<file path="src/rtl/mult_seq_nxn.sv">
// Sequential shift-add multiplier, one multiplier bit per clock, valid/ready I/O.
// Define MULT_SIGNED_EN to add the is_signed port (two's-complement operands).
module mult_seq_nxn #(
  parameter int WIDTH = 8
) (
  input  logic               clk,
  input  logic               rst_n,
  input  logic               in_valid,
  output logic               in_ready,
  input  logic [WIDTH-1:0]   a,
  input  logic [WIDTH-1:0]   b,
`ifdef MULT_SIGNED_EN
  input  logic               is_signed,
`endif
  output logic               out_valid,
  input  logic               out_ready,
  output logic [2*WIDTH-1:0] p
);

  localparam int CW = (WIDTH > 2) ? $clog2(WIDTH) : 1;
  localparam logic [CW-1:0] LAST = CW'(WIDTH - 1);

  typedef enum logic [1:0] {
    IDLE,
    RUN,
    DONE
  } state_t;

  state_t               state;
  state_t               state_nx;
  logic [2*WIDTH-1:0]   a_reg;
  logic [2*WIDTH-1:0]   a_ext;
  logic [2*WIDTH-1:0]   acc;
  logic [2*WIDTH-1:0]   acc_nx;
  logic [2*WIDTH-1:0]   term;
  logic [WIDTH-1:0]     b_reg;
  logic [CW-1:0]        count;
  logic                 sgn;
  logic                 sgn_in;
  logic                 last;

`ifdef MULT_SIGNED_EN
  assign sgn_in = is_signed;
`else
  assign sgn_in = 1'b0;
`endif

  assign a_ext     = {{WIDTH{sgn_in & a[WIDTH-1]}}, a};
  assign in_ready  = (state == IDLE);
  assign out_valid = (state == DONE);

  // The multiplier's sign bit carries weight -2^(W-1), hence the final subtract.
  always_comb begin
    last   = (count == LAST);
    term   = b_reg[count] ? (a_reg << count) : '0;
    acc_nx = (sgn && last) ? (acc - term) : (acc + term);
  end

  always_comb begin
    state_nx = state;
    unique case (state)
      IDLE: if (in_valid) state_nx = RUN;
      RUN:  if (last) state_nx = DONE;
      DONE: if (out_ready) state_nx = IDLE;
      default: state_nx = IDLE;
    endcase
  end

  always_ff @(posedge clk or negedge rst_n) begin
    if (!rst_n) begin
      state <= IDLE;
      a_reg <= '0;
      b_reg <= '0;
      sgn   <= 1'b0;
      acc   <= '0;
      count <= '0;
      p     <= '0;
    end else begin
      state <= state_nx;
      unique case (state)
        IDLE: begin
          if (in_valid) begin
            a_reg <= a_ext;
            b_reg <= b;
            sgn   <= sgn_in;
            acc   <= '0;
            count <= '0;
          end
        end
        RUN: begin
          acc   <= acc_nx;
          count <= count + CW'(1);
          if (last) p <= acc_nx;
        end
        default: ;
      endcase
    end
  end

endmodule

</file>
<file path="config.mk">
export PLATFORM = sky130hd
export DESIGN_NAME = mult_seq_nxn
export DESIGN_NICKNAME = d
export VERILOG_FILES = /design/src/rtl/mult_seq_nxn.sv
export SDC_FILE = /design/constraint.sdc
export NUM_CORES = 1
export LEC_CHECK = 0
export CORE_MARGIN = 4
export CORE_UTILIZATION = 41
export CTS_BUF_LIST = sky130_fd_sc_hd__clkbuf_2
export CTS_CLUSTER_DIAMETER = 60
export DETAILED_ROUTE_END_ITERATION = 8
export GPL_TIMING_DRIVEN = 0
export PLACE_DENSITY_LB_ADDON = 0.3
export SYNTH_ARGS = -nofsm -noshare
export SYNTH_HDL_FRONTEND = slang
export SYNTH_SLANG_ARGS = --single-unit
</file>
<file path="constraint.sdc">
create_clock -name clk -period 2.8 [get_ports clk]
set_input_delay 0.56 -clock clk [delete_from_list [all_inputs] [get_ports clk]]
set_output_delay 0.56 -clock clk [all_outputs]
set_load 0.01 [all_outputs]
</file>
; Word level (Yosys, flattened, before mapping)
; Index checks and enable logic that the tools add are counted.
[op_classes]
shift = 1
mux = 11
n_eq_ne = 6
n_lt_le_gt_ge = 1
n_div = 0
n_bitwise = 0
reduce_logical = 6
mul = 0
add_sub_neg = 2
[ops]
columns = operator, count
row1 = $mux 16, 2
row2 = $pmux 16 s2, 1
row3 = $add 16x16->16, 1
row4 = $shl 8x3->16, 1
row5 = $mux 2, 3
row6 = $pmux 2 s3, 1
row7 = $pmux 3 s2, 1
row8 = $reduce_and 2->1, 3
row9 = $lt 3x4->1 const B, 1
row10 = $ne 2x2->1 const B, 2
row11 = $add 3x1->3 const B, 1
row12 = $bmux 1 s3, 1
row13 = $eq 3x3->1 const B, 1
row14 = $mux 3, 1
row15 = $reduce_and 3->1, 1
row16 = $eq 2x1->1 const B, 1
row17 = $eq 2x2->1 const B, 1
row18 = $logic_not 2->1, 1
row19 = $ne 2x1->1 const B, 1
row20 = $reduce_bool 2->1, 1
row21 = $mux 1, 1
[word_totals]
romBits = 0
wordCells = 33
ram_bits = 0
n_memories = 0
reg_bits = 53
output_inout_bits = 18
latchBits = 0
in_bits = 20

; Logic depth before layout (Yosys ltp)
; Gate-level depths: netlist (run 1).
[depth]
ltp_word = 5
depth_mapped = 16

; Least setup slack after synthesis (run 1)
; Ideal clock, no wire load.
[synth_timing]
path_kind = register to register
startpoint = register count[0]
endpoint = register acc[14]
required_time_ns = 2.731
path_buffers = 2
setup_slack_ns = -0.310
path_stages_with_launch = 13
arrival_ns = 3.041
setup_ns = 0.069
cell_sequence = dfrtp_1 > buf_4 > mux4_2 > nand2_1 > and2_1 > clkbuf_1 > nor2_1 > ha_1 > or2_1 > a21o_1 > a311o_1 > or3_1 > nand3_1
[synth_via]
elab_chain_cells = 5
elab_cells_between_ends = 6
classes_between = 1 x add/sub / 1 x shift / 4 x mux
[synth_lines]
columns = item, line
row1 = from (decl), 37  ; logic [CW-1:0] count;
row2 = from (signal assigned), 92  ; count <= count + CW'(1);
row3 = $bmux 1 s3, 55  ; term = b_reg[count] ? (a_reg << count) : '0;
row4 = $mux 1 (not written as such), 55
row5 = $mux 16 *, 55
row6 = $add 16x16->16 *, 56  ; acc_nx = (sgn && last) ? (acc - term) : (acc + term);
row7 = $pmux 16 s2 *, 80  ; unique case (state)
row8 = to (signal assigned), 91  ; acc <= acc_nx;
row9 = to (decl), 33  ; logic [2*WIDTH-1:0] acc;
; Every way passes the cells marked *; elsewhere a longest branch is shown, timed or not. The select of a mux whose other input is x is not followed.
; A chain may end at the register's enable or synchronous reset.

; Worst setup path in the final report (run 1)
; Same ends and word-level chain as after synthesis.

==> results.txt, run 1 <==
MaxCap Viol Count: 0
gpl congestion: 0.856
Row Count: 32
Fmax: 0.324 GHz
Buffers on Ports: 37
wire length per cell: 15.1 um
Synth Register Bits: 53
Leak: 1.93 nW
relative slew slack: 61.8%
CTS tree: yes
Clock power frac: 6.7%
initial antenna violation count: 0
TritonCTS buffer count: 5
Via Count: 2912
dpl ws: -418 ps
Post-DP HPWL: 5960 um
worst IR drop on VDD: 0.000478 V
failing checks: setup timing
reg2reg end: acc[14]$_DFFE_PN0P_
Netlist cell types: 55
Final Power: 5.17 mW
Worst setup EP type: flop
H-tree lvl count: 2
Post-Syn Nets: 415
sequential-to-total area share from yosys stat: 40.7%
WS Path Type: flop to flop
largest family of logic cells by synthesized area: simple AND/OR/NAND/NOR gates
warnings from Yosys: 0
hold_sp: b_reg[7]$_DFFE_PN0P_
number of global-route vias before repair: 2842
Startpoint Class: flop
simple-gate area share of the yosys netlist: 23.5%
status: finished, violations left
final core utilization: 56.3%
R2R depth: 13
starting DRC count in detailed routing: 142
Post-DP Area: 3850 um^2
clk sink count: 53
XOR/XNOR Fraction of Synth Area: 2.96%
combinational share of power: 68.1%
RSZ-0062 raised after global routing: yes
part of the power in registers: 25.3%
pwr/cell area: 1190 nW/um^2
TNS Setup: -2860 ps
pin count of the biggest net entering global routing: 31
die width: 97.1 um
Clock Latency Late Sink: 470 ps
area grow syn2layout: 33.7%
register-to-register setup slack: -280 ps
Crit Path Max Fanout: 4
drt total wl: 8340 um
Placeable Area: 7730 um^2
Metal-1 WL: 3710 um
post-route ant nets: 0
net switching power: 2.32 mW
Fin. Hold Viols: 0
worst hold path cell count: 2
# nets final: 486
Clock Tree Root: clkbuf_2
Compound-Gate Fraction of Synth Area: 16.9%
drt pass-1 iters: 4
ANT cells: 0
most frequent cells in the layout: 90 x nand2_1, 53 x dfrtp_1, 36 x clkdlybuf4s50_1, 29 x nor2_1, 25 x buf_4
Ports: 38
ratio of cells with drive above 1 in the final layout: 22.0%
GRT Total Usage: 17.6%
DRC violations left: 0
initial core utilization: 42.1%
clk_skew: 42.0 ps
Max Root-Sink Buffers: 2
Congestion Overflow GR: 0
Syn Area/Cell: 8.64 um^2
Post-synth EDFFs: 0
Design Area, Final: 4350 um^2
die area: 9430 um^2
Syn Inst Count: 377
top_reg_cell synth: dfrtp_1
internal cell power: 2.85 mW
final worst slack: -282 ps
Hold EP: b_reg[7]$_DFFE_PN0P_
post-synthesis mux area share: 4.34%
asr flop ratio synth: 100%
metal3 WL: 333 um
Tmin final: 3080 ps
global-route wire length before repair: 13800 um
Top Registers: acc (16), p (16)
final setup violation count: 20
Netlist Area Pre-Place: 3260 um^2
r2r startpoint: count[0]$_DFFE_PN0P_
Pins Over Slew Limit: 0
clk slew on worst S/H paths: 290 ps
final period utilization: 110%
Arr. time, crit path: 3510 ps
adder-cell share of the synthesized area: 7.15%
die height: 97.1 um
worst-margin pin slew: 573 ps
Vias/cell: 5.28
most common cell after layout, fill and taps aside: nand2_1
Worst Hold Class: flop to flop
switch share: 44.9%
Max Used Layer: met4
WL met2: 4220 um
CP required: 3230 ps
per-stage QoR:
stage,hold slack (ps),std cells
2_1_floorplan,264,377
3_3_place_gp,457,516
3_5_place_dp,461,517
4_1_cts,20.7,542
5_1_grt,509,551
6_report,519,551
repair_timing:
item,4_1_cts,5_1_grt
hold buffers,0,1
buffers inserted,18,9
hold endpoints to repair,0,12
pin swaps,18,13
setup endpoints to repair,22,22
resized for setup,31,31
synthesized netlist by cell type (2+ instances only):
master,n,share of area [%]
nand2_1,92,11
dfrtp_1,53,41
o21ai_0,32,4.9
nor2_1,31,3.6
a21oi_1,17,2.6
ha_1,17,6.5
clkbuf_1,12,1.4
nand3_1,11,1.7
nor3_1,9,1.4
inv_1,6,0.69
xnor2_1,6,1.6
buf_4,5,1.2
mux2_2,5,1.7
nor3b_1,5,1.2
xor2_1,5,1.3
a21o_1,4,0.92
a22o_1,4,1.1
mux2i_1,4,1.2
a211oi_1,3,0.69
a31oi_1,3,0.58
and2_1,3,0.58
buf_2,3,0.46
nand2b_1,3,0.58
o31a_1,3,0.81
a311oi_1,2,0.54
and3_1,2,0.38
buf_6,2,0.69
mux4_2,2,1.4
nand4_1,2,0.38
nand4b_1,2,0.54
nor2b_1,2,0.38
o211ai_1,2,0.46
o21bai_1,2,0.46
or3_1,2,0.38
kinds of logic (layout without fill, tap and decap cells):
group,count (synthesis),in the layout
compound gates,84,84
xor+xnor,11,11
fa+ha+maj,18,18
buf+inv,28,100
flops,53,53
mux,11,11
simple gates,172,172
how the worst max path moves through the flow:
stage | startpoint | endpoint | slack [ps] | cells after the start
CTS | count[0]$_DFFE_PN0P_ | acc[15]$_DFFE_PN0P_ | -240 | 12
floorplan | count[0]$_DFFE_PN0P_ | p[15]$_DFFE_PN0P_ | -120 | 13
global placement | rst_n | a_reg[1]$_DFFE_PN0P_ | -490 | 1
detailed placement | count[1]$_DFFE_PN0P_ | acc[9]$_DFFE_PN0P_ | -420 | 13
global route | count[0]$_DFFE_PN0P_ | p[14]$_DFFE_PN0P_ | -380 | 13
finish | count[0]$_DFFE_PN0P_ | acc[14]$_DFFE_PN0P_ | -280 | 13
layout make-up:
type | instances | area [um^2]
buffer | 20 | 136
clock buffer | 5 | 25.0
clock inverter | 3 | 25.0
fill | 707 | 3370
inverter | 6 | 22.5
multi-input combinational | 296 | 2080
sequential | 53 | 1330
tap | 102 | 128
timing repair buffer | 66 | 609
per-layer routing:
layer | vias to the layer above | GRT usage, %
met2 | 61 | 30.2
li1 | 1452 | -
met1 | 1390 | 23.1
met3 | 9 | 3.02
met4 | 0 | 4.21
met5 | - | 0
worst max-delay path: stages, from the launching register on:
cell     delay [ps]
dfrtp_1         440
buf_6           120
mux4_2          530
nand2_4          90
buf_4           140
nor3_4           50
buf_4           150
fa_2            390
a21oi_4         160
o211a_1         200
nor3_1           50
a311o_1         320
or3_1           330
nand3_1          90
power groups by stage:
stage | sequential, mW | clock, mW | combinational (mW)
after detailed placement | 1.31 | 0 | 2.67
final | 1.31 | 0.344 | 3.52
after floorplan | 1.31 | 0 | 1.93
after global routing | 1.35 | 0.387 | 3.86
after CTS | 1.30 | 0.355 | 3.12
after global placement | 1.30 | 0 | 2.62
Note: power is estimated with default switching activity, not from simulation.
==> inputs of run 2 (changes only) <==
- SETUP_SLACK_MARGIN: unset -> 0.5
==> run 2 against run 1 <==
The run still ends with setup timing left. Utilization increased by 3.9 points. Global-route usage increased by 1.7 points. Critical path depth increased by 1. Final cell count increased by 2.4%. Hold slack got worse by 490 ps. Register-to-register slack got worse by 80 ps. Via count increased by 5.4%. Sequential share of layout area decreased by 2.0 points. Power increased by 13%. Combinational power increased by 20%. Clock power decreased by 8.1%. Highest routed layer unchanged.
==> results.txt, run 2 (synthesis results as in run 1) <==
Critical-path top delay cell: mux4_2
Arr. time, crit path: 3580 ps
Ports: 38
relative slew slack: 60.5%
clk sink count: 53
most common cell after layout, fill and taps aside: nand2_1
die height: 97.1 um
final period utilization: 113%
cell chain of the critical path: buf_6, mux4_2, nand2_4, and2_4, clkbuf_16, a211oi_4, ha_1, buf_6, buf_4, nand2_1, o211ai_1, a311o_1, or3_1, nand3_1
final setup violation count: 20
DRC violations left: 0
Clock Tree Root: clkbuf_2
drt total wl: 9180 um
reg2reg end: acc[14]$_DFFE_PN0P_
placed insts: 517
WS Path Type: flop to flop
Via Count: 3069
clk_skew: 30.4 ps
register-to-register setup slack: -360 ps
internal cell power: 3.23 mW
switch share: 44.8%
die area: 9430 um^2
Worst Hold Class: input port to async pin
Max Root-Sink Buffers: 2
Placeable Area: 7730 um^2
pwr/cell area: 1260 nW/um^2
Clock Latency Late Sink: 460 ps
part of the power in registers: 22.5%
final hold slack: 29.8 ps
Finished Layout Cells: 564
worst-margin pin slew: 592 ps
Leak: 2.04 nW
r2r startpoint: count[0]$_DFFE_PN0P_
busiest grt layer: met2
Post-DP HPWL: 5930 um
final worst slack: -359 ps
TritonCTS buffer count: 5
GRT met3 Usage: 3.30%
Startpoint Class: flop
number of global-route vias before repair: 3082
wire length per cell: 16.3 um
Row Count: 32
# nets final: 499
Final Power: 5.85 mW
pin count of the biggest net entering global routing: 32
RSZ-0062 raised after global routing: yes
ANT cells: 0
CP required: 3220 ps
Fin. Hold Viols: 0
area grow syn2layout: 43.0%
Clock power frac: 5.4%
most frequent cells in the layout: 87 x nand2_1, 53 x dfrtp_1, 36 x clkdlybuf4s50_1, 31 x buf_4, 23 x nor2_1
Crit Path Max Fanout: 7
clk slew on worst S/H paths: 290 ps
dpl ws: -418 ps
Top Registers: acc (16), p (16)
Worst setup EP type: flop
CTS tree: yes
GR Util met2: 33.1%
R2R depth: 14
Global Route met1 Usage: 24.6%
die width: 97.1 um
Tmin final: 3160 ps
H-tree lvl count: 2
initial core utilization: 42.1%
Pins Over Slew Limit: 0
Vias/cell: 5.44
starting DRC count in detailed routing: 219
Congestion Overflow GR: 0
post-route ant nets: 0
drt pass-1 iters: 5
GRT Total Usage: 19.3%
net switching power: 2.62 mW
worst IR drop on VDD: 0.000443 V
most used cell, CP: buf_6
MaxCap Viol Count: 0
cts hold-fix bufs: 0
failing checks: setup timing
Fmax: 0.317 GHz
global-route wire length before repair: 14900 um
initial antenna violation count: 0
ratio of cells with drive above 1 in the final layout: 29.9%
combinational share of power: 72.0%
Buffers on Ports: 37
gpl congestion: 0.900
status: finished, violations left
crit-path max cell delay: 540 ps
[run 2: cell count changes in the layout (fill, tap and decap cells not counted), moves of 4 or more]
cell	before	now
o21ai_1	14	20
nor2_2	2	6
nor2_1	29	23
o21ai_0	17	7
a21oi_1	11	7
buf_6	10	17
buf_4	25	31
[run 2: worst max-delay path: cells and delay by family (launching register included)]
kind	cells	cell delay, ps
adder cells (fa/ha/maj)	1	300
AND/OR/NAND/NOR	5	760
multiplexers	1	540
flip-flops	1	440
AO/OA/AOI/OAI	3	530
buffers and inverters	4	530
[run 2: cell type report]
cell class | instances | area, um^2
Fill cell | 641 | 3070
Clock inverter | 3 | 17.5
Buffer | 22 | 178
Timing Repair Buffer | 77 | 708
Inverter | 6 | 22.5
Clock buffer | 5 | 25.0
Multi-Input combinational cell | 296 | 2250
Tap cell | 102 | 128
Sequential cell | 53 | 1330
[run 2: repair_timing]
item                       in CTS  in global routing
buffers inserted               31                  8
setup endpoints to repair      29                 32
pin swaps                      43                 18
gates resized for setup        65                 36
[run 2: through the flow]
stage                     utilization, %  TNS [ps]  instance area (um^2)
final                               60.2     -4940                  4650
after global routing                60.2     -7140                  4650
after CTS                           57.4     -3900                  4440
after detailed placement            50.0     -5450                  3870
after floorplan                        -      -665                  3350
after global placement              49.8    -26250                  3850
[run 2: worst max-delay path by stage]
stage / slack, ps / endpoint / cells after the start / from
2_1_floorplan: -120 / p[15]$_DFFE_PN0P_ / 13 / count[0]$_DFFE_PN0P_
3_3_place_gp: -420 / p[15]$_DFFE_PN0P_ / 1 / rst_n
3_5_place_dp: -420 / p[15]$_DFFE_PN0P_ / 11 / count[0]$_DFFE_PN0P_
4_1_cts: -320 / p[9]$_DFFE_PN0P_ / 13 / count[0]$_DFFE_PN0P_
5_1_grt: -440 / acc[14]$_DFFE_PN0P_ / 13 / count[0]$_DFFE_PN0P_
6_report: -360 / acc[14]$_DFFE_PN0P_ / 14 / count[0]$_DFFE_PN0P_
[run 2: power groups by stage]
stage          combinational [mW]  sequential, mW  clock, mW
2_1_floorplan                1.96            1.31          0
3_3_place_gp                 2.65            1.30          0
3_5_place_dp                 2.70            1.32          0
4_1_cts                      3.72            1.31      0.323
5_1_grt                      4.56            1.36      0.349
6_report                     4.21            1.32      0.316
[run 2: layer usage]
layer | vias up | share of wire [%]
li1 | 1485 | -
met1 | 1488 | 43
met2 | 81 | 50
met3 | 15 | 4.7
met4 | 0 | 2.1
met5 | - | 0
==> inputs of run 3 (changes only) <==
- CORE_ASPECT_RATIO: unset -> 0.75
- CORE_UTILIZATION: 41 -> 30
==> run 3 against run 2 <==
The flow still finishes with violations (setup timing). Clock power is 28% higher. Design area hardly changed. Die area is 34% higher. Critical path depth is 2 lower. Utilization is 16 points lower. Via count is 2.9% lower. Clock skew is 6.6 ps lower. Global-route usage is 4.4 points lower. Critical path type unchanged.
==> results.txt, run 3 (synthesis results as in run 1) <==
Vias/cell: 4.99
worst hold path cell count: 2
GRT Total Usage: 14.9%
die width: 128 um
Worst Hold Class: flop to flop
dpl ws: -408 ps
r2r startpoint: count[0]$_DFFE_PN0P_
WP buf/inv: 1
R2R depth: 12
final core utilization: 44.6%
FF+latch area: 1330 um^2
Clock power frac: 7.0%
final setup violation count: 19
WS Path Type: flop to flop
number of global-route vias before repair: 3024
initial antenna violation count: 0
register-to-register setup slack: -320 ps
Via Count: 2981
MaxCap Viol Count: 0
wire length per cell: 15.8 um
H-tree lvl count: 2
Max Root-Sink Buffers: 2
cell chain of the critical path: buf_6, mux4_2, nand2_4, nor2_1, ha_2, fa_2, a21oi_2, o211a_1, nor3_1, a311o_1, or3_1, nand3_1
die height: 98.2 um
Congestion Overflow GR: 0
Startpoint Class: flop
Fmax: 0.320 GHz
clk slew on worst S/H paths: 270 ps
most common cell after layout, fill and taps aside: nand2_1
Tmin final: 3120 ps
crit-path max cell delay: 540 ps
Arr. time, crit path: 3570 ps
Leak: 2.09 nW
internal cell power: 3.23 mW
Row Count: 32
pin count of the biggest net entering global routing: 36
reg2reg end: acc[14]$_DFFE_PN0P_
pwr/cell area: 1240 nW/um^2
starting DRC count in detailed routing: 177
clk sink count: 53
drt total wl: 9450 um
CP required: 3250 ps
final period utilization: 111%
TNS Setup: -3660 ps
Clock Latency Late Sink: 480 ps
ANT cells: 0
area of the multi-input gates: 2190 um^2
RSZ-0062 raised after global routing: yes
die area: 12600 um^2
area grow syn2layout: 43.0%
post-route ant nets: 0
worst-margin pin slew: 595 ps
clk_skew: 23.8 ps
Crit Path Max Fanout: 4
# fillers: 976
hold_sp: b_reg[6]$_DFFE_PN0P_
global-route wire length before repair: 15000 um
Critical-path top delay cell: mux4_2
most frequent cells in the layout: 88 x nand2_1, 53 x dfrtp_1, 34 x clkdlybuf4s50_1, 31 x buf_4, 25 x nor2_1
Worst setup EP type: flop
cell family contributing the most delay on the critical path: compound AO/OA/AOI/OAI gates
Top Registers: acc (16), p (16)
relative slew slack: 60.3%
Clock Tree Root: clkbuf_2
Pins Over Slew Limit: 0
ratio of cells with drive above 1 in the final layout: 27.8%
DRC violations left: 0
initial core utilization: 31.2%
# nets final: 498
gpl congestion: 0.877
CTS tree: yes
Fin. Hold Viols: 0
Post-DP HPWL: 6510 um
part of the power in registers: 22.7%
status: finished, violations left
net switching power: 2.56 mW
Hold EP: b_reg[6]$_DFFE_PN0P_
Placeable Area: 10500 um^2
failing checks: setup timing
drt pass-1 iters: 4
worst IR drop on VDD: 0.000572 V
TritonCTS buffer count: 5
Buffers on Ports: 37
Ports: 38
final worst slack: -320 ps
combinational share of power: 70.3%
switch share: 44.2%
-- run 3: cell type report --
| cell class | count | share of cell area [%] |
|---|---|---|
| plain buffers | 22 | 3.84 |
| clock buffers | 6 | 0.645 |
| clock inverters | 2 | 0.726 |
| inverters | 6 | 0.484 |
| multi-input cells | 296 | 47.1 |
| flip-flops and latches | 53 | 28.5 |
| well taps | 136 | 3.65 |
| repair buffers | 76 | 15.0 |
-- run 3: worst max path at each step --
stage                     depth (start not counted)                  end                  from  slack [ps]
final                                            12  acc[14]$_DFFE_PN0P_  count[0]$_DFFE_PN0P_        -320
after global placement                            1    p[13]$_DFFE_PN0P_                 rst_n        -500
after detailed placement                         11    p[15]$_DFFE_PN0P_  count[0]$_DFFE_PN0P_        -410
after global routing                             13    p[15]$_DFFE_PN0P_  count[0]$_DFFE_PN0P_        -440
after floorplan                                  13    p[15]$_DFFE_PN0P_  count[0]$_DFFE_PN0P_        -120
after CTS                                        13    p[15]$_DFFE_PN0P_  count[0]$_DFFE_PN0P_        -310
-- run 3: power by group through the flow --
stage	Combinational [mW]	Clock, mW	Sequential (mW)
5_1_grt	4.43	0.437	1.35
4_1_cts	3.41	0.413	1.30
2_1_floorplan	1.96	0	1.31
3_5_place_dp	2.72	0	1.32
6_report	4.07	0.404	1.31
3_3_place_gp	2.68	0	1.31
-- run 3: what timing repair did --
item                                    4_1_cts  5_1_grt
hold buffers                                  1        0
resized for setup                            48       46
endpoints found under the hold margin        17        0
pin swaps                                    20       21
buffers inserted                             23       14
endpoints found under the setup margin       30       32
-- run 3: tightest hold or removal path: cells and delay by family (launching register included) --
kind	cells	cell delay [ps]
flops	1	390
simple gates	2	110
-- run 3: layer usage --
metal / global-route usage [%] / routed length (um) / up-vias / part of all wire, %
li1: - / - / 1478 / -
met1: 22.1 / 4530 / 1430 / 48
met2: 22.4 / 4310 / 61 / 46
met3: 3.17 / 502 / 12 / 5.3
met4: 3.18 / 97 / 0 / 1.0
met5: 0 / 0 / - / 0
-- run 3: stage by stage --
stage	power, mW	hold slack (ps)	instance area, um^2	std cells
after floorplan	3.26	264	3350	377
after global placement	3.99	457	3890	550
after detailed placement	4.04	461	3910	551
after CTS	5.13	516	4330	583
after global routing	6.22	525	4660	597
final	5.79	510	4660	597
